`config.mk`:
```
export PLATFORM = sky130hd
export DESIGN_NAME = mmse_ram_sched
export DESIGN_NICKNAME = d
export VERILOG_FILES = /design/src/rtl/mmse_ram_sched.sv
export SDC_FILE = /design/constraint.sdc
export NUM_CORES = 1
export LEC_CHECK = 0
export CELL_PAD_IN_SITES_DETAIL_PLACEMENT = 2
export CELL_PAD_IN_SITES_GLOBAL_PLACEMENT = 2
export CORE_ASPECT_RATIO = 0.6
export CORE_UTILIZATION = 11
export DETAILED_ROUTE_END_ITERATION = 6
export GPL_TIMING_DRIVEN = 0
export HOLD_SLACK_MARGIN = 0.05
export PLACE_DENSITY = 0.85
export SLEW_MARGIN = 15
export SYNTH_ARGS = -nofsm -noshare
export SYNTH_HDL_FRONTEND = slang
export SYNTH_SLANG_ARGS = --single-unit
```
`constraint.sdc`:
```
create_clock -name clk -period 2.3 [get_ports clk]
set_input_delay 0.46 -clock clk [delete_from_list [all_inputs] [get_ports clk]]
set_output_delay 0.46 -clock clk [all_outputs]
set_load 0.03 [all_outputs]
```
`src/rtl/mmse_ram_sched.sv`:
```
// Single-port RAM scheduler for one slot: MMSE fill, then averaging, then equalizer reads.
// The write counter walks the MMSE region and then the averaged region, which sits right after it.
module mmse_ram_sched #(
  parameter int RAM_WIDTH  = 32,
  parameter int ADDR_WIDTH = 10,
  parameter int MMSE_DEPTH = 576,
  parameter int AVG_DEPTH  = 240
) (
  input  logic                  clk,
  input  logic                  rst,
  input  logic                  start,
  input  logic                  mmse_vld,
  input  logic [RAM_WIDTH-1:0]  mmse_din,
  output logic                  mmse_rdy,
  input  logic                  avg_rd_req,
  input  logic [ADDR_WIDTH-1:0] avg_rd_addr,
  output logic                  avg_rd_gnt,
  input  logic                  avg_wr_vld,
  input  logic [RAM_WIDTH-1:0]  avg_din,
  output logic                  avg_wr_rdy,
  input  logic                  eq_rd_req,
  input  logic [ADDR_WIDTH-1:0] eq_rd_addr,
  output logic                  eq_rd_gnt,
  input  logic                  eq_done,
  output logic [ADDR_WIDTH-1:0] ram_addr,
  output logic [RAM_WIDTH-1:0]  ram_din,
  output logic                  ram_wre,
  input  logic [RAM_WIDTH-1:0]  ram_dout,
  output logic                  avg_rd_dvld,
  output logic                  eq_rd_dvld,
  output logic [RAM_WIDTH-1:0]  avg_rd_data,
  output logic [RAM_WIDTH-1:0]  eq_rd_data,
  output logic [1:0]            phase,
  output logic                  addr_err
);
  typedef enum logic [1:0] {IDLE = 2'd0, FILL = 2'd1, AVG = 2'd2, EQ = 2'd3} state_t;

  localparam logic [ADDR_WIDTH:0]   MMSE_END  = (ADDR_WIDTH+1)'(MMSE_DEPTH);
  localparam logic [ADDR_WIDTH:0]   EQ_END    = (ADDR_WIDTH+1)'(MMSE_DEPTH + AVG_DEPTH);
  localparam logic [ADDR_WIDTH-1:0] MMSE_LAST = ADDR_WIDTH'(MMSE_DEPTH - 1);
  localparam logic [ADDR_WIDTH-1:0] AVG_FIRST = ADDR_WIDTH'(MMSE_DEPTH);
  localparam logic [ADDR_WIDTH-1:0] AVG_LAST  = ADDR_WIDTH'(MMSE_DEPTH + AVG_DEPTH - 1);

  state_t                state, state_nxt;
  logic [ADDR_WIDTH-1:0] wr_cnt, cnt_nxt;
  logic                  err_nxt;

  always_ff @(posedge clk or negedge rst) begin
    if (!rst) begin
      state       <= IDLE;
      wr_cnt      <= '0;
      avg_rd_dvld <= 1'b0;
      eq_rd_dvld  <= 1'b0;
      addr_err    <= 1'b0;
    end else begin
      state       <= state_nxt;
      wr_cnt      <= cnt_nxt;
      avg_rd_dvld <= avg_rd_gnt;
      eq_rd_dvld  <= eq_rd_gnt;
      addr_err    <= err_nxt;
    end
  end

  always_comb begin
    state_nxt  = state;
    cnt_nxt    = wr_cnt;
    mmse_rdy   = 1'b0;
    avg_wr_rdy = 1'b0;
    avg_rd_gnt = 1'b0;
    eq_rd_gnt  = 1'b0;
    ram_addr   = '0;
    ram_din    = '0;
    ram_wre    = 1'b0;
    err_nxt    = 1'b0;
    case (state)
      IDLE: begin
        if (start) begin
          state_nxt = FILL;
          cnt_nxt   = '0;
        end
      end
      FILL: begin
        mmse_rdy = 1'b1;
        if (mmse_vld) begin
          ram_wre  = 1'b1;
          ram_din  = mmse_din;
          ram_addr = wr_cnt;
          if (wr_cnt == MMSE_LAST) begin
            state_nxt = AVG;
            cnt_nxt   = AVG_FIRST;
          end else begin
            cnt_nxt = wr_cnt + 1'b1;
          end
        end
      end
      AVG: begin
        avg_wr_rdy = 1'b1;
        // averaged writes win the port; a colliding read must retry
        if (avg_wr_vld) begin
          ram_wre  = 1'b1;
          ram_din  = avg_din;
          ram_addr = wr_cnt;
          if (wr_cnt == AVG_LAST) state_nxt = EQ;
          else                    cnt_nxt   = wr_cnt + 1'b1;
        end else if (avg_rd_req) begin
          if ({1'b0, avg_rd_addr} < MMSE_END) begin
            avg_rd_gnt = 1'b1;
            ram_addr   = avg_rd_addr;
          end else begin
            err_nxt = 1'b1;
          end
        end
      end
      EQ: begin
        if (eq_rd_req) begin
          if ({1'b0, eq_rd_addr} < EQ_END) begin
            eq_rd_gnt = 1'b1;
            ram_addr  = eq_rd_addr;
          end else begin
            err_nxt = 1'b1;
          end
        end
        if (eq_done) state_nxt = IDLE;
      end
      default: state_nxt = IDLE;
    endcase
  end

  assign phase       = state;
  assign avg_rd_data = avg_rd_dvld ? ram_dout : '0;
  assign eq_rd_data  = eq_rd_dvld  ? ram_dout : '0;
endmodule

```
After elaboration in Yosys (flattened, before gate mapping):

Index checks and enable logic that the tools add are counted.

* logic and storage cells: 67
* output and inout port bits: 116
* register bits: 15
* bits of input ports: 124

* order comparisons: 2
* reductions and logical operators: 4
* $add $sub $neg: 1
* muxes and demuxes: 43
* equal/unequal tests: 12

Operators by type and width (count)
* two-way mux 32 bit: 4
* two-way mux 10 bit: 11
* one-hot mux 32 bit (2 select lines): 1
* one-hot mux 10 bit (3 select lines): 2
* equality test 10 bit (second input constant): 2
* < comparator 10 bit (second input constant): 2
* two-way mux 1 bit: 16
* inequality test 2 bit (second input constant): 7
* two-way mux 2 bit: 6
* adder 10 x 1 -> 10 bit (second input constant): 1
* one-hot mux 2 bit (4 select lines): 1
* AND reduction 6 bit: 1
* AND reduction 5 bit: 1
* equality test 2 bit (second input constant): 2
* one-hot mux 1 bit (2 select lines): 2
* nonzero test 3 bit: 1
* equality test 2 x 1 -> 1 bit (second input constant): 1
* zero test 2 bit: 1

Longest topological paths before layout:

* depth in word-level cells: 5
* mapped depth: 8
* gate-level depth less buffers: 7

Worst setup path after synthesis:

OpenSTA, ideal clock, no wires.

* kind: reg2out
* start point: register state[0], in the netlist phase[0]
* end point: output port ram_addr[0]
* cell stages (with the launch flop): 8
* path buffers: 1
* arrival time: 2.662 ns
* required time: 1.840 ns
* path slack: -0.822 ns
* cells stage by stage: dfrtp_1 inv_1 ha_1 nor2b_1 and3_1 clkbuf_1 a222oi_1 nor2_1

* longest elaborated chain between the ends: 2
* elaborated cells between the ends (all ways): 4
* those cells by class: eq/ne (3); mux (1)

RTL lines
* from (decl): line 44 `state_t state, state_nxt;`
* from (signal assigned): line 56 `state <= state_nxt;`
* equality test 2 bit / equality test 2 x 1 -> 1 bit (equally long branches): line 75 `case (state)`
* one-hot mux 10 bit (3 select lines) *: line 75
* to (decl): line 25 `output logic [ADDR_WIDTH-1:0] ram_addr,`

Mark *: on every way between the ends. The rest lies on a longest branch, timed or not.

Worst setup path in the final report:

* start point: register state[1], in the netlist phase[1]
* end point: output port ram_addr[7]

The elaborated chain is that of the path after synthesis.

==> flow_summary.json <==
{
  "outcome": "complete, but fails checks",
  "failing_checks": "setup timing",
  "root_buffer": "sky130_fd_sc_hd__clkbuf_16",
  "number_of_vias_in_the_routed_layout": 3289,
  "grt_remaining_overflow": 0,
  "synth_nets": 400,
  "tritoncts_num_sinks": 15,
  "yosys.cell_count.top_type": "sky130_fd_sc_hd__and2_1",
  "antenna_viol_nets_final": 0,
  "yosys.area.top_type_share_pct": 21.1,
  "rsz0062_at_grt": "true",
  "synth-seq-area-share_pct": 18.6,
  "power_leakage_nw": 2.70,
  "p_comb_share_pct": 84.5,
  "max_freq_mhz": 379,
  "timing.clock.skew_ps": 5.84,
  "clock_latency_ps": 250,
  "pwr-share-clk_pct": 7.5,
  "nNetsFinal": 665,
  "netlist_top_cells_count": "sky130_fd_sc_hd__and2_1 (68), sky130_fd_sc_hd__nor2b_1 (36), sky130_fd_sc_hd__a22oi_1 (32)",
  "reported_max_cap_violation_count": 0,
  "place.gp.congestion": 0.803,
  "initial_utilization_pct": 11.5,
  "async_reset_ff_share_pct": 100,
  "die_height_um": 107,
  "syn2layout_area_growth_pct": 172,
  "worstSetupEndpointType": "output port",
  "yosys_register_bits": 15,
  "vdd.ir_drop.worst_mv": 0.341,
  "rows": 37,
  "synth_cells": 270,
  "clock_path_buffers": 2,
  "synthFlopType": "sky130_fd_sc_hd__dfrtp_1",
  "ys.warnings.count": 0,
  "vias_per_cell": 4.28,
  "drt_wl_total_um": 15500,
  "p_switching_w": 0.00234,
  "clkSlewWorstSetupHoldPaths_ps": 60,
  "drive_above_1_share_pct": 34.3,
  "critical_path_peak_fanout": 5,
  "worst_slew_margin_rel_pct": 43.7,
  "drtPass1Iterations": 7,
  "synth_enable_flop_cells": 0,
  "port_buffers": 239,
  "timing.final.ws_setup_ps": -338,
  "criticalPathCategory": "flop to output port",
  "die_x_um": 177,
  "drt-initial-drc-count": 167,
  "grt_pass1_vias": 3615,
  "synth.area.top_cells": "sky130_fd_sc_hd__and2_1 (21%), sky130_fd_sc_hd__dfrtp_1 (19%), sky130_fd_sc_hd__a22oi_1 (12%)",
  "worstMarginPinSlew_ps": 842,
  "tritoncts": "done",
  "cellPowerDensity_nw_per_um2": 865,
  "whs_ps": 603,
  "floorplan.die_area_sq_um": 18900,
  "syn_area_sq_um": 2020,
  "antenna_found_initial": 0,
  "synth.distinct_cells": 37,
  "gr-usage-all-layers_pct": 14.3,
  "critPathLaunchType": "flop",
  "drc_errors": 0,
  "grt_start_max_net_pins": 16,
  "slew_violations": 0,
  "swShare_pct": 49.2,
  "holdBufCountCts": 0,
  "seqPwrFrac_pct": 8.1,
  "syn_avg_cell_area_sq_um": 7.48,
  "final.setup.tns_ps": -2740,
  "fp.coreArea_sq_um": 17500,
  "hold_viol_final": 0,
  "max_h_tree_level": 1,
  "tot_pwr_w": 0.00476,
  "fin_crit_ps": 2640,
  "antenna_cells": 0,
  "wire_length_of_the_first_global_routing_pass_um": 21100,
  "ios": 240,
  "dp.final_hpwl_um": 11600,
  "p_int_w": 0.00242,
  "required_ps": 1840,
  "worstPathArrival_ps": 2180,
  "hold_path_class": "flop to flop",
  "tritoncts.num_buffers": 3,
  "fin_crit_sh_pct": 115,
  "finish.utilization_pct": 31.4,
  "routed_wire_length_per_instance_um": 20.1,
  "finalSetupViolCount": 29,
  "yosys.area.top_type": "sky130_fd_sc_hd__and2_1"
}
critical path: stages, from the launching register on:
cell,delay (ps)
sky130_fd_sc_hd__dfrtp_2,430
sky130_fd_sc_hd__inv_4,60
sky130_fd_sc_hd__ha_4,170
sky130_fd_sc_hd__and2_4,160
sky130_fd_sc_hd__or2_4,270
sky130_fd_sc_hd__clkbuf_16,160
sky130_fd_sc_hd__a222oi_1,400
sky130_fd_sc_hd__nor2_2,110
sky130_fd_sc_hd__buf_6,160
state kept, by name, summed over array words and instances, names as in the netlist:
signal,cells
eq_rd_dvld,1
phase,2
addr_err,1
avg_rd_dvld,1
wr_cnt,10
repair_timing:
item / CTS / global route
pin swaps: 20 / 25
endpoints found under the hold margin: 0 / 0
gates cloned: 2 / 2
endpoints found under the setup margin: 108 / 82
setup buffers: 9 / 11
gates resized for setup: 185 / 242
cells in the final DEF, fill, tap and decap left out, types with 6 or more instances in the layout:
| master | synthesis | routed |
|---|---|---|
| sky130_fd_sc_hd__a222oi_1 | 10 | 10 |
| sky130_fd_sc_hd__a22oi_2 | 0 | 29 |
| sky130_fd_sc_hd__and2_1 | 68 | 66 |
| sky130_fd_sc_hd__buf_2 | 0 | 16 |
| sky130_fd_sc_hd__buf_4 | 0 | 21 |
| sky130_fd_sc_hd__buf_6 | 0 | 28 |
| sky130_fd_sc_hd__clkbuf_2 | 0 | 6 |
| sky130_fd_sc_hd__clkdlybuf4s50_1 | 0 | 146 |
| sky130_fd_sc_hd__dfrtp_1 | 15 | 12 |
| sky130_fd_sc_hd__dlygate4sd2_1 | 0 | 15 |
| sky130_fd_sc_hd__dlymetal6s2s_1 | 0 | 34 |
| sky130_fd_sc_hd__nand2_1 | 8 | 7 |
| sky130_fd_sc_hd__nand3_1 | 6 | 6 |
| sky130_fd_sc_hd__nor2_1 | 17 | 7 |
| sky130_fd_sc_hd__nor2_2 | 1 | 11 |
| sky130_fd_sc_hd__nor2b_2 | 0 | 31 |
through the flow:
step | std cells | setup WS [ps] | area (sq um)
floorplan | 270 | -110 | 2170
detailed placement | 743 | -997 | 4850
global route | 768 | -424 | 5500
global placement | 743 | -993 | 4850
finish | 768 | -338 | 5500
CTS | 755 | -330 | 5060
power groups by stage:
stage | Combinational (W) | Sequential [W] | Clock [W]
after global routing | 0.00424 | 0.000391 | 0.000365
after detailed placement | 0.00334 | 0.000387 | 0
after global placement | 0.00321 | 0.000384 | 0
final | 0.00402 | 0.000384 | 0.000355
after CTS | 0.00347 | 0.000377 | 0.000351
after floorplan | 0.00196 | 0.000418 | 0
area by class of cell:
cell class              count  area (sq um)
multi-input cells         230          1910
clock buffers               4          78.8
inverters                   4          20.0
flip-flops and latches     15           379
repair buffers            262          2620
plain buffers              19           196
fillers                  1923         12000
well taps                 234           293
kinds of logic after synthesis:
logic type | synth area share [%]
AND/OR/NAND/NOR | 44.6
multiplexers | 1.61
flip-flops | 18.6
buffers and inverters | 4.83
adder cells (fa/ha/maj) | 3.72
AO/OA/AOI/OAI | 26.6
metal layers:
| layer | share of wire (%) | wire length [um] | up-vias | track usage, % |
|---|---|---|---|---|
| met1 | 41 | 6340 | 1637 | 16.9 |
| met4 | 1.9 | 301 | 0 | 2.03 |
| li1 | - | - | 1504 | - |
| met2 | 53 | 8160 | 125 | 27.6 |
| met5 | 0 | 0 | - | 0 |
| met3 | 4.4 | 673 | 23 | 1.99 |
path summary, 6_finish.rpt:
path / startpoint / to / slack (ps) / cells after the start
max: phase[1]$_DFFE_PN0P_ / ram_addr[7] / -340 / 8
min: wr_cnt[1]$_DFFE_PN0P_ / wr_cnt[1]$_DFFE_PN0P_ / 600 / 1
max reg2reg: wr_cnt[0]$_DFFE_PN0P_ / wr_cnt[7]$_DFFE_PN0P_ / 30 / 7
min reg2reg: wr_cnt[1]$_DFFE_PN0P_ / wr_cnt[1]$_DFFE_PN0P_ / 600 / 1
max in group asynchronous: rst / avg_rd_dvld$_DFF_PN0_ / 1020 / 1
min in group asynchronous: rst / phase[1]$_DFFE_PN0P_ / 690 / 1
Power figures use the tool's default switching activity.
